## src/rtl/food_placer.sv

```systemverilog
// food_placer: chooses a free playfield cell for new food, trying random cells first and then a raster scan.
// Latency: done comes 3 edges after place_req is accepted at best; worst case 1+3*MAX_TRIES+3*GRID_W*GRID_H cycles.
// Backpressure: none. place_req is dropped while busy=1. Occupancy lookups are fixed-latency, so no handshake is needed.
//
// Ports:
//   clk, rst             clock; synchronous active-high reset
//   place_req            one-cycle request to place new food (accepted only when idle)
//   randX, randY         free-running random coordinates, sampled one per attempt
//   occ_qx, occ_qy       registered occupancy query toward the snake-body lookup
//   occ_hit              lookup answer; it belongs to the query driven two edges earlier
//   busy                 a placement is in progress
//   food_x, food_y       last placed food cell; valid while food_valid=1
//   food_valid           food_x/food_y name a free cell
//   done, fail           one-cycle completion pulses (food placed / grid full)
module food_placer #(
  parameter int GRID_W    = 40,
  parameter int GRID_H    = 30,
  parameter int COORD_W   = 7,
  parameter int MAX_TRIES = 16
) (
  input  logic               clk,
  input  logic               rst,
  input  logic               place_req,
  input  logic [COORD_W-1:0] randX,
  input  logic [COORD_W-1:0] randY,
  output logic [COORD_W-1:0] occ_qx,
  output logic [COORD_W-1:0] occ_qy,
  input  logic               occ_hit,
  output logic               busy,
  output logic [COORD_W-1:0] food_x,
  output logic [COORD_W-1:0] food_y,
  output logic               food_valid,
  output logic               done,
  output logic               fail
);

  // State encoding is kept as plain constants so older tools and dumps can decode it.
  localparam logic [2:0] S_IDLE     = 3'd0;
  localparam logic [2:0] S_SAMPLE   = 3'd1;
  localparam logic [2:0] S_WAIT     = 3'd2;
  localparam logic [2:0] S_CHECK    = 3'd3;
  localparam logic [2:0] S_SCAN_Q   = 3'd4;
  localparam logic [2:0] S_SCAN_W   = 3'd5;
  localparam logic [2:0] S_SCAN_CHK = 3'd6;

  localparam logic [COORD_W-1:0] GRID_W_C = COORD_W'(GRID_W);
  localparam logic [COORD_W-1:0] GRID_H_C = COORD_W'(GRID_H);
  localparam logic [COORD_W-1:0] X_LAST   = COORD_W'(GRID_W - 1);
  localparam logic [COORD_W-1:0] Y_LAST   = COORD_W'(GRID_H - 1);
  // try_cnt holds the number of tries already used up, so this value marks the final try.
  localparam logic [7:0]         TRY_LAST = 8'(MAX_TRIES - 1);

  logic [2:0]         state;
  logic [2:0]         state_n;
  logic [7:0]         try_cnt;
  logic [COORD_W-1:0] scan_x;
  logic [COORD_W-1:0] scan_y;

  // Decoded actions for the current cycle. The sequential block only applies them.
  logic               accept;
  logic               query_en;
  logic [COORD_W-1:0] query_x;
  logic [COORD_W-1:0] query_y;
  logic               try_inc;
  logic               scan_clr;
  logic               scan_adv;
  logic               finish_ok;
  logic               finish_fail;

  logic               rand_in_grid;
  logic               try_last;
  logic               scan_last;

  // Out-of-range samples are rejected. They are never folded into the grid, which
  // would skew the food distribution toward low coordinates.
  assign rand_in_grid = (randX < GRID_W_C) && (randY < GRID_H_C);
  assign try_last     = (try_cnt == TRY_LAST);
  assign scan_last    = (scan_x == X_LAST) && (scan_y == Y_LAST);

  always_comb begin
    state_n     = state;
    accept      = 1'b0;
    query_en    = 1'b0;
    query_x     = scan_x;
    query_y     = scan_y;
    try_inc     = 1'b0;
    scan_clr    = 1'b0;
    scan_adv    = 1'b0;
    finish_ok   = 1'b0;
    finish_fail = 1'b0;

    case (state)
      S_IDLE: begin
        if (place_req) begin
          accept  = 1'b1;
          state_n = S_SAMPLE;
        end
      end

      S_SAMPLE: begin
        if (rand_in_grid) begin
          query_en = 1'b1;
          query_x  = randX;
          query_y  = randY;
          state_n  = S_WAIT;
        end else begin
          // A rejected sample costs a try but no lookup. The next cycle brings a fresh random value.
          try_inc = 1'b1;
          if (try_last) begin
            scan_clr = 1'b1;
            state_n  = S_SCAN_Q;
          end
        end
      end

      // The lookup is registered, so its answer for our query only shows up one cycle later.
      S_WAIT: state_n = S_CHECK;

      S_CHECK: begin
        if (!occ_hit) begin
          finish_ok = 1'b1;
          state_n   = S_IDLE;
        end else begin
          try_inc = 1'b1;
          if (try_last) begin
            scan_clr = 1'b1;
            state_n  = S_SCAN_Q;
          end else begin
            state_n = S_SAMPLE;
          end
        end
      end

      S_SCAN_Q: begin
        query_en = 1'b1;
        state_n  = S_SCAN_W;
      end

      S_SCAN_W: state_n = S_SCAN_CHK;

      S_SCAN_CHK: begin
        if (!occ_hit) begin
          finish_ok = 1'b1;
          state_n   = S_IDLE;
        end else if (scan_last) begin
          // The scan covered every cell and found none free, so the grid is full.
          finish_fail = 1'b1;
          state_n     = S_IDLE;
        end else begin
          scan_adv = 1'b1;
          state_n  = S_SCAN_Q;
        end
      end

      default: state_n = S_IDLE;
    endcase
  end

  always_ff @(posedge clk) begin
    if (rst) begin
      state      <= S_IDLE;
      try_cnt    <= '0;
      scan_x     <= '0;
      scan_y     <= '0;
      occ_qx     <= '0;
      occ_qy     <= '0;
      food_x     <= '0;
      food_y     <= '0;
      food_valid <= 1'b0;
      busy       <= 1'b0;
      done       <= 1'b0;
      fail       <= 1'b0;
    end else begin
      state <= state_n;
      done  <= finish_ok;
      fail  <= finish_fail;

      if (accept) begin
        busy       <= 1'b1;
        food_valid <= 1'b0;
        try_cnt    <= '0;
      end

      if (try_inc) begin
        try_cnt <= try_cnt + 8'd1;
      end

      if (query_en) begin
        occ_qx <= query_x;
        occ_qy <= query_y;
      end

      if (scan_clr) begin
        scan_x <= '0;
        scan_y <= '0;
      end else if (scan_adv) begin
        // Raster order: x advances first, and y advances when x wraps.
        if (scan_x == X_LAST) begin
          scan_x <= '0;
          scan_y <= scan_y + 1'b1;
        end else begin
          scan_x <= scan_x + 1'b1;
        end
      end

      // The query registers still hold the cell whose answer is being checked.
      if (finish_ok) begin
        food_x     <= occ_qx;
        food_y     <= occ_qy;
        food_valid <= 1'b1;
        busy       <= 1'b0;
      end

      if (finish_fail) begin
        busy <= 1'b0;
      end
    end
  end

endmodule
```

## config.mk

```make
export PLATFORM = sky130hd
export DESIGN_NAME = food_placer
export DESIGN_NICKNAME = d
export VERILOG_FILES = /design/src/rtl/food_placer.sv
export SDC_FILE = /design/constraint.sdc
export NUM_CORES = 1
export LEC_CHECK = 0
export ABC_AREA = 1
export ABC_CLOCK_PERIOD_IN_PS = 2009
export CORE_MARGIN = 2
export CORE_UTILIZATION = 52
export DETAILED_ROUTE_END_ITERATION = 16
export GPL_TIMING_DRIVEN = 1
export HOLD_SLACK_MARGIN = 0.06
export PLACE_DENSITY = 0.83
export SYNTH_ARGS = -nofsm -noshare
export SYNTH_HDL_FRONTEND = slang
export SYNTH_SLANG_ARGS = --single-unit
```

## constraint.sdc

```tcl
create_clock -name clk -period 2.01 [get_ports clk]
set_input_delay 0.5025 -clock clk [delete_from_list [all_inputs] [get_ports clk]]
set_output_delay 0.5025 -clock clk [all_outputs]
set_load 0.01 [all_outputs]
```

==> impl_metrics.env <==
export IMPL_layout_common_cells="nand2_1, dfxtp_1, clkdlybuf4s50_1, inv_1, nand3_1"
export IMPL_grtUsageTotal_pct=25.13
export IMPL_yosys_warnings=0
export IMPL_ff2ff_path_depth=8
export IMPL_hp_start="food_y[5]"
export IMPL_hold_viol_final=0
export IMPL_grt_overflow_total=0
export IMPL_viasPerCell=5.272
export IMPL_maxCapViolations=0
export IMPL_route_antenna_remaining_nets=0
export IMPL_use_met1_pct=33.67
export IMPL_placed_cells=520
export IMPL_clkSinkCount=57
export IMPL_cts_resized=0
export IMPL_slew_viol_final=0
export IMPL_final_util_pct=69.86
export IMPL_postCtsSetupBuffers=0
export IMPL_critPathLaunchType="flop"
export IMPL_hold_path_cell_count=2
export IMPL_rows=26
export IMPL_clockRootBuffer="clkbuf_8"
export IMPL_wl_um=7027
export IMPL_top_usage_layer="met2"
export IMPL_async_flop_share_pct=0
export IMPL_p_per_area_nw_per_um2=736.5
export IMPL_status="complete, no violations"
export IMPL_fin_crit_sh_pct=89.95
export IMPL_routabilityCongestion=0.9162
export IMPL_cts_buffers=9
export IMPL_instances_no_fill=536
export IMPL_skew_ns=0.007038
export IMPL_dp_final_hpwl_um=5069
export IMPL_hold_ws_ns=0.4696
export IMPL_drive_gt1_share_pct=9.871
export IMPL_insertion_delay_ns=0.35
export IMPL_numPortBuffers=49
export IMPL_final_cell_area_um2=3613
export IMPL_synth_edff_count=0
export IMPL_die_y_um=77.66
export IMPL_required_ns=2.25
export IMPL_fmax_mhz=553.1
export IMPL_grt_met2_usage_pct=37.93
export IMPL_ios=50
export IMPL_cts_hold_buf=0
export IMPL_drc=0
export IMPL_p_leak_nw=1.475
export IMPL_antennaDiodeCount=0
export IMPL_synth_seq_cells=57
export IMPL_first_iter_violations=200
export IMPL_die_width_um=77.66
export IMPL_wl_per_cell_um=13.11
export IMPL_ys_seq_area_share_pct=40.44
export IMPL_slew_headroom_pct=76.18
export IMPL_syn_area_um2=2821
export IMPL_path_class="reg -> reg"
export IMPL_rsz0062_at_grt="no"
export IMPL_cts_buffer_depth=2
export IMPL_grt_max_degree=31
export IMPL_syn_nets=428
export IMPL_core_um2=5172
export IMPL_path_clk_slew_ns=0.07
export IMPL_place_area_um2=3387
export IMPL_nets=483
export IMPL_grtUsageMet3_pct=5.465
export IMPL_antenna_found_initial=0
export IMPL_grt_first_pass_wirelength_um=11960
export IMPL_routed_via_count=2826
export IMPL_worstPathArrival_ns=2.05
export IMPL_startpoint="scan_x[1]"
export IMPL_irDropWorstVdd_mv=0.5070
export IMPL_endpoint_kind="flop"
export IMPL_start_util_pct=54.55
export IMPL_final_setup_viol_count=0
export IMPL_die_area_um2=6031
export IMPL_htreeDepth=3
export IMPL_area_growth_pct=28.07
export IMPL_ys_types=34
export IMPL_synth_top_flop_cell="dfxtp_1"
export IMPL_period_needed_ns=1.808
export IMPL_drt_first_pass_iters=5
export IMPL_synthCells=406
export IMPL_rr_startpoint="scan_x[1]"
export IMPL_hold_class="reg -> reg"
export IMPL_cp_max_fo=10
export IMPL_tightest_slew_ns=0.3554
export IMPL_grt_pass1_vias=2516
export IMPL_layout_commonest_cell="nand2_1"
export IMPL_cts_tree="built"
export IMPL_synth_area_per_cell_um2=6.949
export IMPL_fin_setup_tns_ns=0
## through the flow
step	power, mW	setup WS (ns)
final	2.661	0.2021
after global placement	1.456	0.03901
after floorplan	1.356	0.5219
after global routing	2.763	0.06726
after detailed placement	1.462	-0.007526
after CTS	2.676	0.1887
## critical path: stages (launching register included)
cell	delay (ns)
dfxtp_1	0.42
ha_1	0.30
nand3_1	0.12
nor2_2	0.24
nand2_1	0.19
nand2_2	0.21
nand3_1	0.11
nand2_1	0.08
nor2_1	0.03
## flip-flops by register name, summed over array words and instances (netlist names)
signal      count
fail            1
done            1
occ_qx          7
food_y          7
occ_qy          7
scan_y          7
food_x          7
state           3
busy            1
try_cnt         8
scan_x          7
food_valid      1
## power by group
group / leakage (nW) / switching (mW) / internal (mW)
logic: 0.904 / 0.157 / 0.106
registers: 0.460 / 0.0243 / 1.15
clock network: 0.110 / 0.511 / 0.709
## cells in the mapped netlist (2+ instances only)
master,n,share of area (%)
buf_6,2,0.80
inv_1,42,5.6
nand2_2,4,0.89
a21oi_1,22,3.9
nor3_1,5,0.89
or2_1,2,0.44
nand2_1,96,13
ha_1,4,1.8
nand3_1,41,7.3
nand3_2,2,0.71
buf_2,7,1.2
nor2_2,4,0.89
nand3b_1,3,0.80
o21ai_1,6,1.1
or2_0,2,0.44
nor2_1,40,5.3
xor2_1,5,1.6
clkbuf_1,4,0.53
inv_2,5,0.67
o21ai_0,30,5.3
nand4_1,11,2.4
dfxtp_1,57,40
## final cells by class
type | instances | area, µm²
Fill cell | 423 | 1559
Multi-Input combinational cell | 287 | 1419
Sequential cell | 57 | 1141
Timing Repair Buffer | 58 | 558.0
Inverter | 48 | 181.4
Clock buffer | 9 | 123.9
Clock inverter | 7 | 102.6
Tap cell | 70 | 87.58
## final timing paths
path,slack (ns),end
min,0.47,food_y[5]
max,0.20,state[2]
max reg2reg,0.20,state[2]
min reg2reg,0.47,food_y[5]
## kinds of logic after synthesis
kind of cell,share of synthesized area [%]
buffers and inverters,9.268
XOR/XNOR,1.863
adder cells (fa/ha/maj),1.774
AND/OR/NAND/NOR,35.88
AO/OA/AOI/OAI,10.78
flip-flops,40.44
## metal layers
metal	vias up	wire [µm]
met5	-	0
met4	0	168
met3	16	360
met2	94	3187
met1	1285	3311
li1	1431	-
Power figures use the tool's default switching activity.
